<file path="src/rtl/s298_oracle_driver.sv">
// Stimulus/response harness for the s298 benchmark: LFSR vectors on G0..G2, DUT reset control, 16-bit MISR signature.
// Optional golden-signature comparator enabled by defining S298_ORACLE_GOLDEN_CMP_EN.
module s298_oracle_driver #(
  parameter int unsigned NUM_CYCLES = 256,
  parameter int unsigned RST_CYCLES = 2,
  parameter logic [7:0]  LFSR_SEED  = 8'hA5,
  parameter logic [15:0] MISR_SEED  = 16'h0000
) (
  input  logic        CK,
  input  logic        RN,
  input  logic        start,
  output logic        busy,
  output logic        done,
  output logic [15:0] signature,
  output logic [15:0] cycle_cnt,
  output logic        dut_rn,
  output logic        dut_g0,
  output logic        dut_g1,
  output logic        dut_g2,
  input  logic [5:0]  dut_out
`ifdef S298_ORACLE_GOLDEN_CMP_EN
  ,
  input  logic [15:0] golden_sig,
  output logic        match
`endif
);

  // An all-zero seed would lock the LFSR, so it is replaced by 1.
  localparam logic [7:0]  SEED_EFF = (LFSR_SEED == 8'h00) ? 8'h01 : LFSR_SEED;
  localparam logic [15:0] LAST_K   = 16'(NUM_CYCLES - 1);
  localparam logic [3:0]  LAST_R   = 4'(RST_CYCLES - 1);

  typedef enum logic [2:0] {S_IDLE, S_RST, S_RUN, S_FLUSH, S_DONE} state_t;

  state_t      state, state_nxt;
  logic [7:0]  lfsr, lfsr_nxt;
  logic [15:0] misr, misr_nxt, cnt_nxt;
  logic [3:0]  rst_cnt, rst_cnt_nxt;
  logic        busy_nxt, done_nxt, rn_nxt;
  logic [2:0]  g_nxt;

  function automatic logic [7:0] lfsr_step(input logic [7:0] l);
    return {l[6:0], l[7] ^ l[5] ^ l[4] ^ l[3]};
  endfunction

  function automatic logic [15:0] misr_step(input logic [15:0] m, input logic [5:0] d);
    return {m[14:0], 1'b0} ^ (m[15] ? 16'h100B : 16'h0000) ^ {10'b0, d};
  endfunction

  always_comb begin
    state_nxt   = state;
    lfsr_nxt    = lfsr;
    misr_nxt    = misr;
    cnt_nxt     = cycle_cnt;
    rst_cnt_nxt = rst_cnt;
    case (state)
      S_IDLE, S_DONE: begin
        if (start) begin
          state_nxt   = S_RST;
          lfsr_nxt    = SEED_EFF;
          misr_nxt    = MISR_SEED;
          cnt_nxt     = 16'd0;
          rst_cnt_nxt = 4'd0;
        end
      end
      S_RST: begin
        if (rst_cnt == LAST_R) state_nxt = S_RUN;
        else rst_cnt_nxt = rst_cnt + 4'd1;
      end
      S_RUN: begin
        // DUT outputs lag one cycle, so vector 0 has no response to capture yet.
        lfsr_nxt = lfsr_step(lfsr);
        cnt_nxt  = cycle_cnt + 16'd1;
        if (cycle_cnt != 16'd0) misr_nxt = misr_step(misr, dut_out);
        if (cycle_cnt == LAST_K) state_nxt = S_FLUSH;
      end
      S_FLUSH: begin
        misr_nxt  = misr_step(misr, dut_out);
        state_nxt = S_DONE;
      end
      default: state_nxt = S_IDLE;
    endcase

    // Outputs are computed from the next state so they can all be registered.
    busy_nxt = (state_nxt == S_RST) || (state_nxt == S_RUN) || (state_nxt == S_FLUSH);
    done_nxt = (state_nxt == S_DONE);
    rn_nxt   = (state_nxt != S_RST);
    g_nxt    = (state_nxt == S_RUN) ? lfsr_nxt[2:0] : 3'b000;
  end

  always_ff @(posedge CK or negedge RN) begin
    if (!RN) begin
      state     <= S_IDLE;
      lfsr      <= SEED_EFF;
      misr      <= 16'h0000;
      cycle_cnt <= 16'd0;
      rst_cnt   <= 4'd0;
      busy      <= 1'b0;
      done      <= 1'b0;
      dut_rn    <= 1'b1;
      {dut_g2, dut_g1, dut_g0} <= 3'b000;
    end else begin
      state     <= state_nxt;
      lfsr      <= lfsr_nxt;
      misr      <= misr_nxt;
      cycle_cnt <= cnt_nxt;
      rst_cnt   <= rst_cnt_nxt;
      busy      <= busy_nxt;
      done      <= done_nxt;
      dut_rn    <= rn_nxt;
      {dut_g2, dut_g1, dut_g0} <= g_nxt;
    end
  end

  assign signature = misr;

`ifdef S298_ORACLE_GOLDEN_CMP_EN
  always_ff @(posedge CK or negedge RN) begin
    if (!RN) match <= 1'b0;
    else     match <= done_nxt && (misr_nxt == golden_sig);
  end
`endif

endmodule

</file>
<file path="config.mk">
export PLATFORM = sky130hd
export DESIGN_NAME = s298_oracle_driver
export DESIGN_NICKNAME = d
export VERILOG_FILES = /design/src/rtl/s298_oracle_driver.sv
export SDC_FILE = /design/constraint.sdc
export NUM_CORES = 1
export LEC_CHECK = 0
export ABC_AREA = 1
export ABC_CLOCK_PERIOD_IN_PS = 2050
export CORE_MARGIN = 3
export CORE_UTILIZATION = 24
export CTS_BUF_LIST = sky130_fd_sc_hd__clkbuf_8
export CTS_CLUSTER_SIZE = 8
export DETAILED_ROUTE_END_ITERATION = 10
export GPL_TIMING_DRIVEN = 0
export PLACE_DENSITY = 0.48
export SYNTH_ARGS = -nofsm -noshare
export SYNTH_HDL_FRONTEND = slang
export SYNTH_SLANG_ARGS = --single-unit
</file>
<file path="constraint.sdc">
create_clock -name CK -period 2.05 [get_ports CK]
set_clock_uncertainty 0.2 [all_clocks]
set_input_delay 0.5125 -clock CK [delete_from_list [all_inputs] [get_ports CK]]
set_output_delay 0.5125 -clock CK [all_outputs]
set_load 0.05 [all_outputs]
</file>
# ---- Yosys cells after proc, flatten, opt, wreduce, memory -nomap -nowiden
# Cells that the tools add are included.
dict set report totals {
  regBits 53
  latch_bits 0
  ramBits 0
  romBits 0
  in_bits 9
  out_inout_bits 38
  elab_cells 59
  memories 0
}
dict set report classes {
  add_sub_neg 2
  n_mul 0
  n_div 0
  n_lt_le_gt_ge 0
  eq_ne 14
  shift 0
  muxes 15
  bitwise 5
  reduce_logical 11
}
# op count
set op_table {}
lappend op_table {{$pmux 16 s3} 1}
lappend op_table {{$mux 16} 2}
lappend op_table {{$pmux 16 s2} 1}
lappend op_table {{$add 16x1->16 const B} 1}
lappend op_table {{$eq 16x8->1 const B} 1}
lappend op_table {{$pmux 8 s2} 1}
lappend op_table {{$reduce_bool 16->1} 1}
lappend op_table {{$xor 16x13->16} 1}
lappend op_table {{$xor 16x6->16} 1}
lappend op_table {{$mux 13} 1}
lappend op_table {{$eq 3x2->1 const B} 4}
lappend op_table {{$mux 3} 4}
lappend op_table {{$pmux 3 s4} 1}
lappend op_table {{$mux 4} 2}
lappend op_table {{$mux 8} 1}
lappend op_table {{$pmux 4 s2} 1}
lappend op_table {{$eq 3x1->1 const B} 2}
lappend op_table {{$eq 3x3->1 const B} 2}
lappend op_table {{$ne 2x2->1 const B} 3}
lappend op_table {{$reduce_and 3->1} 2}
lappend op_table {{$add 4x1->4 const B} 1}
lappend op_table {{$eq 4x1->1 const B} 1}
lappend op_table {{$reduce_bool 2->1} 2}
lappend op_table {{$logic_not 3->1} 1}
lappend op_table {{6 further kinds} 9}

# ---- Logic depth before layout (Yosys ltp)
# Gate-level depths: netlist (run 1).
dict set report logic_depth {
  word_depth 6
  ltp_mapped 9
  ltp_nobuf 8
}

# ---- Worst setup path after synthesis (run 1)
# No wires, ideal clock.
dict set report synth_timing {
  path_type {reg-to-reg}
  start {register cycle_cnt[1]}
  end {register dut_g0}
  setup_time_ps 119
  arrival_ps 1592
  t_required_ps 1731
  path_slack_ps 138
  path_stages_with_launch 9
  n_path_buf 0
  period_less_slack_ps 1912
  cell_sequence {dfrtp_1 -> ha_1 -> nand2_1 -> nor2_1 -> nand2_1 -> nor2_1 -> nand2_1 -> nand3_1 -> nor2_1}
}
dict set report synth_between {
  elab_chain_len 5
}
# item line
set synth_lines {}
lappend synth_lines {{from (decl)} 15} ;# output logic [15:0] cycle_cnt,
lappend synth_lines {{from (signal assigned)} 106} ;# cycle_cnt <= cnt_nxt;
lappend synth_lines {{$eq 16x8->1} 75} ;# if (cycle_cnt == LAST_K) state_nxt = S_FLUSH;
lappend synth_lines {{$mux 3} 75}
lappend synth_lines {{$pmux 3 s4} 56} ;# case (state)
lappend synth_lines {{$eq 3x2->1} 88} ;# g_nxt = (state_nxt == S_RUN) ? lfsr_nxt[2:0] : 3'b000;
lappend synth_lines {{$mux 3} 88}
lappend synth_lines {{named net g_nxt[0]} 40} ;# logic [2:0] g_nxt;
lappend synth_lines {{to (signal assigned)} 111} ;# {dut_g2, dut_g1, dut_g0} <= g_nxt;
lappend synth_lines {{to (decl)} 17} ;# output logic dut_g0,
# The timed path passes the listed nets, and every way through them passes these cells.
# A chain may end at the register's enable or synchronous reset.

# ---- Worst setup path after layout (run 1)
dict set report layout_timing {
  start {register cycle_cnt[2]}
  end {output cycle_cnt[2]}
}
# No word-level cell between the ends.

==> results.toml, run 1 <==
[synthesis]
postSynthCellCount = 360
synth_fa_ha_area_share_pct = 1.82
synth_top_family_by_area = "simple AND/OR/NAND/NOR gates"
synth_cell_types = 29
ys_seq_area_share_pct = 48.5
synth_mux_area_share_pct = 0
synth_edf_count = 0
ys.warnings.count = 0
postSynthNetCount = 373
synth_xor_area_share_pct = 0.638
synth_area_um2 = 2750
synthSimpleGateAreaFrac_pct = 30.8
async_reset_ff_share_pct = 100
synth_ff_type = "dfrtp_1"
synth_compound_area_share_pct = 9.89
ys_seq_elements = 53
postSynthAreaPerCell_um2 = 7.63

[hold_path]
min_to = "signature[9]"
hold_depth = 2
hold_start = "signature[9]"
hp-class = "flip-flop to flip-flop"

[flow_run]
drv_cap = 0

[worst_setup_path]
required_ns = 1.34
crit_chain = "dlygate4sd2_1"
r2r_slack_ns = 0.20
timing.rr.start = "cycle_cnt[0]"
crit_cells = 1
endpoint_kind = "output port"
r2r-end = "signature[7]"
cp_top_family = "buffers and inverters"
critPathSlowestCell = "dlygate4sd2_1"
worstPathArrival_ns = 1.29
cp-start-kind = "flip-flop"
path_buf_inv = 1
critPathKind = "flip-flop to output port"
rr_worst_depth = 7
cpPeakStageDelay_ns = 0.55
cp_max_fo = 6

[timing]
period_needed_ns = 2.00
fin_crit_sh_pct = 97.7
finalHoldViolCount = 0
finalMaxSlewViolations = 0
layout_setup_ws_ns = 0.0463
max_freq_mhz = 499
rsz0062_at_grt = "no"
setup_viol = 0
worst_slew_pin_slew_ns = 0.547
maxSlewHeadroom_pct = 63.4

[pwr]
ir_drop_mv = 0.681
p_leak_uw = 0.00175
powerDensity_nw_per_um2 = 857

[placement]
place_congestion = 0.820
place.detailed.hpwl_mm = 5.06
portBuffers = 46
pre_cts_ws_ns = -0.103
placed_cell_area_um2 = 3400
dp.cells = 547

[final_layout]
fin_area_um2 = 3470
fillCellCount = 1203
instances_no_fill = 556
diodes = 0
synthToLayoutAreaGrowth_pct = 26.3
nets = 428
drive_gt1_share_pct = 11.3

[die]
core-area_um2 = 11000
rows = 38
die_height_um = 113
start_util_pct = 24.9
ios = 47
die_w_um = 113
dieArea_um2 = 12800

[clocking]
clockBufferDepth = 2
clk_latency_ns = 0.31
cts.sinks = 53
cts_root_buf = "clkbuf_8"
cts-htree-levels = 2
cts_buffers = 5
clk_pin_slew_worst_paths_ns = 0.09
cts_setup_buffers = 0
cts_tree = "built"

[drt]
antenna_left = 0
finalWirelength_mm = 6.80
wire_per_inst_um = 12.2
viasPerCell = 4.46
num_vias = 2478
drc = 0
drtPass1Iterations = 4
first_iter_violations = 103

[global_routing]
antenna_found_initial = 0
grt_max_degree = 33
grt_overflow = 0
grt_use_total_pct = 11.1
grt_pass1_vias = 2424
grt_pass1_wl_mm = 11.8

[run_status]
status = "complete, no violations"
## sequential cells by signal, indices dropped and copies added (netlist names)
signal,flops
cycle_cnt,16
signature,16
lfsr,8
rst_cnt,4
state,3
busy,1
done,1
dut_g0,1
dut_g1,1
dut_g2,1
dut_rn,1
## worst register-to-register path: stages (launching register included)
cell,delay (ns)
dfrtp_1,0.42
inv_1,0.13
ha_1,0.16
nand3_1,0.09
nor2_2,0.21
nand3_1,0.32
nand3_1,0.16
nand2_1,0.06
## where the power goes
group          switching [uW]  internal [uW]  total [uW]
registers                 108           1180        1290
logic                     700            257         958
clock network             360            367         727
## metrics by stage
stage	setup TNS [ns]	util (%)	total power [uW]	hold WS, ns
CTS	0	31.6	3030	0.309
global placement	-78.96	30.6	2360	0.277
detailed placement	-0.606	30.8	2380	0.283
finish	0	31.4	2970	0.299
global route	0	31.4	3130	0.346
floorplan	0	-	1990	0.0169
## placed cells by master (no fill, tap or decap), types with 4 or more instances in the layout
| cell type | synthesis | layout |
|---|---|---|
| clkdlybuf4s50_1 | 0 | 7 |
| nor2_1 | 37 | 37 |
| clkbuf_8 | 0 | 5 |
| dfrtp_1 | 48 | 48 |
| dfstp_2 | 5 | 5 |
| a21oi_1 | 20 | 20 |
| inv_2 | 5 | 5 |
| dlygate4sd2_1 | 0 | 26 |
| ha_1 | 4 | 4 |
| nand3_1 | 36 | 36 |
| nand2_1 | 109 | 109 |
| clkbuf_2 | 0 | 5 |
| inv_1 | 42 | 42 |
| buf_2 | 5 | 6 |
| o22ai_1 | 6 | 6 |
| clkdlybuf4s15_2 | 0 | 5 |
| nand4_1 | 5 | 5 |
| o21ai_0 | 18 | 18 |
## per-layer routing
metal,vias up,global-route usage [%],part of all wire [%]
li1,1258,-,-
met1,1164,15.0,48
met2,50,18.1,46
met3,6,2.51,4.4
met4,0,3.13,1.1
met5,-,0,0
## worst max-delay path by stage
stage	slack [ns]	to	start
after floorplan	0.14	dut_g0	cycle_cnt[1]
after global placement	-1.54	rst_cnt[1]	RN
after detailed placement	-0.10	lfsr[6]	start
after CTS	0.003	cycle_cnt[5]	cycle_cnt[5]
after global routing	0.0007	signature[11]	signature[11]
final	0.05	cycle_cnt[2]	cycle_cnt[2]
## layout make-up
cell class | instances | area, um2 | area share [%]
flip-flops and latches | 53 | 1330 | 38.4
plain buffers | 8 | 51.3 | 1.48
clock buffers | 5 | 68.8 | 1.98
multi-input cells | 252 | 1180 | 34.2
repair buffers | 48 | 434 | 12.5
inverters | 47 | 176 | 5.09
clock inverters | 3 | 43.8 | 1.26
well taps | 140 | 175 | 5.05
## cells by family (layout without fill, tap and decap cells)
logic type,Yosys count,in the layout
AOI/OAI and AO/OA,49,49
xor gates and xnor gates,2,2
buffers and inverters,55,111
and+or+nand+nor,197,197
DFF,53,53
adders and majority gates,4,4
## cell usage after synthesis (all sizes together), types with 2 or more instances
cell type,count,area (um2)
nor2,40,163
nand3,38,208
o21ai,18,90.1
inv,47,176
dfrtp,48,1200
dfstp,5,131
nand4,5,31.3
a21oi,21,109
nand2,112,433
o22ai,7,50.1
buf,7,47.5
xor2,2,17.5
ha,4,50.1
## timing repair
| action | in CTS | in global routing |
|---|---|---|
| endpoints found under the setup margin | 38 | 7 |
| hold buffers | 1 | 0 |
| endpoints found under the hold margin | 17 | 0 |
| gates cloned | 0 | 0 |
| gates resized for setup | 50 | 10 |
Power figures use the tool's default switching activity.
==> run 2, diff against run 1 <==
--- a/config.mk
+++ b/config.mk
@@ -14,6 +14,7 @@
 export DETAILED_ROUTE_END_ITERATION = 10
 export GPL_TIMING_DRIVEN = 0
 export PLACE_DENSITY = 0.48
+export REMOVE_ABC_BUFFERS = 1
 export SYNTH_ARGS = -nofsm -noshare
 export SYNTH_HDL_FRONTEND = slang
 export SYNTH_SLANG_ARGS = --single-unit
==> results.toml, run 2 (synthesis results as in run 1) <==
[run_status]
status = "finished with violations"
violations = "hold timing"

[die]
rows = 38
core-area_um2 = 11000
die_w_um = 113
start_util_pct = 24.9
dieArea_um2 = 12800
ios = 47
die_height_um = 113

[final_layout]
layout_common_cells = "108 x nand2_1, 47 x dfrtp_1, 43 x inv_1"
fillCellCount = 1198
final_common_cell = "nand2_1"
diodes = 0
fin_area_um2 = 3420
synthToLayoutAreaGrowth_pct = 24.6
regArea_um2 = 1330
nets = 419
multiInputGateArea_um2 = 1200
final_util_pct = 31.0
drive_gt1_share_pct = 11.1

[worst_setup_path]
r2r-end = "signature[2]"
required_ns = 1.34
r2r_slack_ns = 0.22
timing.rr.start = "state[1]"
cp_top_family = "buffers and inverters"
worstPathArrival_ns = 1.29
cpPeakStageDelay_ns = 0.55
cp-startpoint = "cycle_cnt[13]"
rr_worst_depth = 7
cp_max_fo = 5
crit_chain = "dlygate4sd2_1"
path_buf_inv = 1
critPathSlowestCell = "dlygate4sd2_1"
cp-start-kind = "flip-flop"
endpoint_kind = "output port"
critPathKind = "flip-flop to output port"

[hold_path]
hp-class = "input port to async pin"

[global_routing]
grt_pass1_wl_mm = 11.2
grt_use_total_pct = 10.7
grt_overflow = 0
antenna_found_initial = 0
grt_pass1_vias = 2249
grt_max_degree = 30

[clocking]
cts_setup_buffers = 0
cts_tree = "built"
clk_latency_ns = 0.31
clk_pin_slew_worst_paths_ns = 0.10
cts_buffers = 5
cts.sinks = 53
clockBufferDepth = 2
cts-htree-levels = 2
cts_hold_buf = 0
cts_root_buf = "clkbuf_8"

[timing]
rsz0062_at_grt = "no"
period_needed_ns = 2.00
hold_slack_ns = -0.00573
maxSlewHeadroom_pct = 59.9
max_freq_mhz = 500
fin_crit_sh_pct = 97.6
setup_viol = 0
tns_ns = 0
worst_slew_pin_slew_ns = 0.602
finalMaxSlewViolations = 0
finalHoldViolCount = 4

[drt]
num_vias = 2393
drtPass1Iterations = 4
antenna_left = 0
first_iter_violations = 145
finalWirelength_mm = 6.65
wire_per_inst_um = 12.2
viasPerCell = 4.37
drc = 0

[placement]
place.detailed.hpwl_mm = 4.79
placed_cell_area_um2 = 3340
portBuffers = 46
place_congestion = 0.788

[pwr]
ir_drop_mv = 0.458
powerDensity_nw_per_um2 = 866
p_leak_uw = 0.00172

[flow_run]
drv_cap = 0
run 2: cell count changes in the layout (fill, tap and decap cells not counted), moves of 2 or more:
cell           delta
dlygate4sd2_1     -2
buf_2             -5
buf_6             -2
clkbuf_2          +2
run 2: how the worst max path moves through the flow:
stage | to | depth (start not counted)
2_1_floorplan | dut_g0 | 8
3_3_place_gp | signature[1] | 1
3_5_place_dp | lfsr[6] | 6
4_1_cts | cycle_cnt[6] | 1
5_1_grt | signature[15] | 1
6_report | cycle_cnt[13] | 1
run 2: cell type report:
cell class | count | share of cell area (%)
Clock buffer | 5 | 2.01
Clock inverter | 3 | 1.24
Inverter | 47 | 5.31
Multi-Input combinational cell | 252 | 35.1
Sequential cell | 53 | 39.0
Tap cell | 140 | 5.12
Timing Repair Buffer | 47 | 12.2
run 2: power breakdown:
part           internal (uW)  switching [uW]  total [uW]
clock                    363             361         723
combinational            256             667         923
sequential              1180             135        1310
total                   1800            1160        2960
run 2: through the flow:
step,power (uW),worst slack [ns],cells
after floorplan,1990,0.136,352
after global placement,2350,-1.50,538
after detailed placement,2370,-0.267,539
after CTS,3010,0.00424,547
after global routing,3120,0.00149,547
final,2960,0.0499,547
run 2: what timing repair did:
| action | 4_1_cts | 5_1_grt |
|---|---|---|
| endpoints found under the hold margin | 0 | 0 |
| setup endpoints to repair | 47 | 28 |
| resized for setup | 55 | 16 |
run 2: layer usage:
metal  wire length (um)  track usage [%]  up-vias
met4                 70             3.45        0
met5                  0                0        -
met3                232             1.98        5
li1                   -                -     1242
met2               3000             17.2       38
met1               3340             14.6     1108
==> run 3, diff against run 2 <==
--- a/config.mk
+++ b/config.mk
@@ -7,7 +7,6 @@
 export LEC_CHECK = 0
 export ABC_AREA = 1
 export ABC_CLOCK_PERIOD_IN_PS = 2050
-export CORE_MARGIN = 3
 export CORE_UTILIZATION = 24
 export CTS_BUF_LIST = sky130_fd_sc_hd__clkbuf_8
 export CTS_CLUSTER_SIZE = 8
@@ -15,6 +14,7 @@
 export GPL_TIMING_DRIVEN = 0
 export PLACE_DENSITY = 0.48
 export REMOVE_ABC_BUFFERS = 1
+export SLEW_MARGIN = 30
 export SYNTH_ARGS = -nofsm -noshare
 export SYNTH_HDL_FRONTEND = slang
 export SYNTH_SLANG_ARGS = --single-unit
==> results.toml, run 3 (synthesis results as in run 1) <==
[run_status]
status = "complete, no violations"

[clocking]
clk_latency_ns = 0.31
cts_root_buf = "clkbuf_8"
cts-htree-levels = 2
cts_tree = "built"
cts.sinks = 53
clockBufferDepth = 2
cts_buffers = 5
clk_pin_slew_worst_paths_ns = 0.11

[global_routing]
grt_overflow = 0
grt_use_total_pct = 11.8
grt_max_degree = 29
grt_pass1_vias = 2192
antenna_found_initial = 0
grt_pass1_wl_mm = 10.9

[pwr]
powerDensity_nw_per_um2 = 841
internal_power_uw = 1690
switching_share_pct = 41.2
p_leak_uw = 0.00171
power_frac_clock_pct = 21.9
ir_drop_mv = 0.477
combinationalPowerShare_pct = 32.2
switchingPower_uw = 1180
finalPower_uw = 2870
p_seq_share_pct = 45.8

[final_layout]
fin_area_um2 = 3410
synthToLayoutAreaGrowth_pct = 24.4
nets = 420
diodes = 0
drive_gt1_share_pct = 11.3
final_util_pct = 31.1
multiInputGateArea_um2 = 1190
regArea_um2 = 1340
final_common_cell = "nand2_1"
fillCellCount = 1156
layout_common_cells = "108 x nand2_1, 46 x dfrtp_1, 42 x inv_1"

[flow_run]
drv_cap = 0

[die]
die_height_um = 109
core-area_um2 = 11000
dieArea_um2 = 11900
rows = 38
ios = 47
die_w_um = 109
start_util_pct = 25.0

[timing]
rsz0062_at_grt = "no"
period_needed_ns = 2.00
finalHoldViolCount = 0
setup_viol = 0
fin_crit_sh_pct = 97.3
max_freq_mhz = 501
worst_slew_pin_slew_ns = 0.498
finalMaxSlewViolations = 0
maxSlewHeadroom_pct = 67.0

[placement]
portBuffers = 46
placed_cell_area_um2 = 3350
place_congestion = 0.762
place.detailed.hpwl_mm = 4.72

[drt]
wire_per_inst_um = 11.9
finalWirelength_mm = 6.54
drtPass1Iterations = 4
drc = 0
num_vias = 2402
antenna_left = 0
first_iter_violations = 98
viasPerCell = 4.38

[hold_path]
hp-class = "flip-flop to flip-flop"

[worst_setup_path]
cp_top_family = "buffers and inverters"
path_buf_inv = 1
critPathKind = "flip-flop to output port"
critPathSlowestCell = "clkdlybuf4s15_1"
worstPathArrival_ns = 1.28
crit_chain = "clkdlybuf4s15_1"
endpoint_kind = "output port"
cp_max_fo = 6
cpPeakStageDelay_ns = 0.53
cp-start-kind = "flip-flop"
required_ns = 1.34
[run 3: per-stage QoR]
stage / setup TNS (ns) / instances / hold WS (ns) / setup slack (ns)
3_5_place_dp: -3.78 / 539 / 0.249 / -0.276
5_1_grt: 0 / 548 / 0.354 / 0.000441
2_1_floorplan: 0 / 352 / 0.0169 / 0.136
3_3_place_gp: -77.16 / 538 / 0.277 / -1.44
4_1_cts: 0 / 548 / 0.316 / 0.00472
6_report: 0 / 548 / 0.306 / 0.0549
[run 3: final timing paths]
| check | from | endpoint | slack (ns) | depth (start not counted) |
|---|---|---|---|---|
| hold reg to reg | signature[9] | signature[9] | 0.31 | 2 |
| setup reg to reg | cycle_cnt[0] | signature[15] | 0.20 | 7 |
| hold / removal | signature[9] | signature[9] | 0.31 | 2 |
| min in group asynchronous | RN | cycle_cnt[13] | 0.44 | 2 |
| max in group asynchronous | RN | lfsr[0] | 0.67 | 3 |
| setup / recovery | cycle_cnt[2] | cycle_cnt[2] | 0.05 | 1 |
[run 3: per-layer routing]
metal / routed length (um) / GRT usage (%) / part of all wire, %
met1: 3280 / 16.7 / 50
met2: 2970 / 18.2 / 45
met3: 217 / 2.39 / 3.3
met4: 64 / 3.19 / 0.98
met5: 0 / 0 / 0
[run 3: cell type report]
cell class | instances | area share (%)
sequential | 53 | 39.1
multi-input combinational | 252 | 35.0
timing repair buffer | 48 | 12.7
inverter | 47 | 5.31
tap | 140 | 5.13
clock buffer | 5 | 2.02
clock inverter | 3 | 0.770
[run 3: what timing repair did]
item	in CTS	in global routing
buffers inserted	0	0
endpoints found under the setup margin	47	35
hold buffers	1	0
endpoints found under the hold margin	25	0
resized for setup	56	17
[run 3: power by group through the flow]
stage	clock [uW]	combinational (uW)	sequential (uW)
2_1_floorplan	0	203	1780
3_3_place_gp	0	1010	1340
3_5_place_dp	0	1020	1340
4_1_cts	665	937	1320
5_1_grt	722	994	1350
6_report	630	926	1320
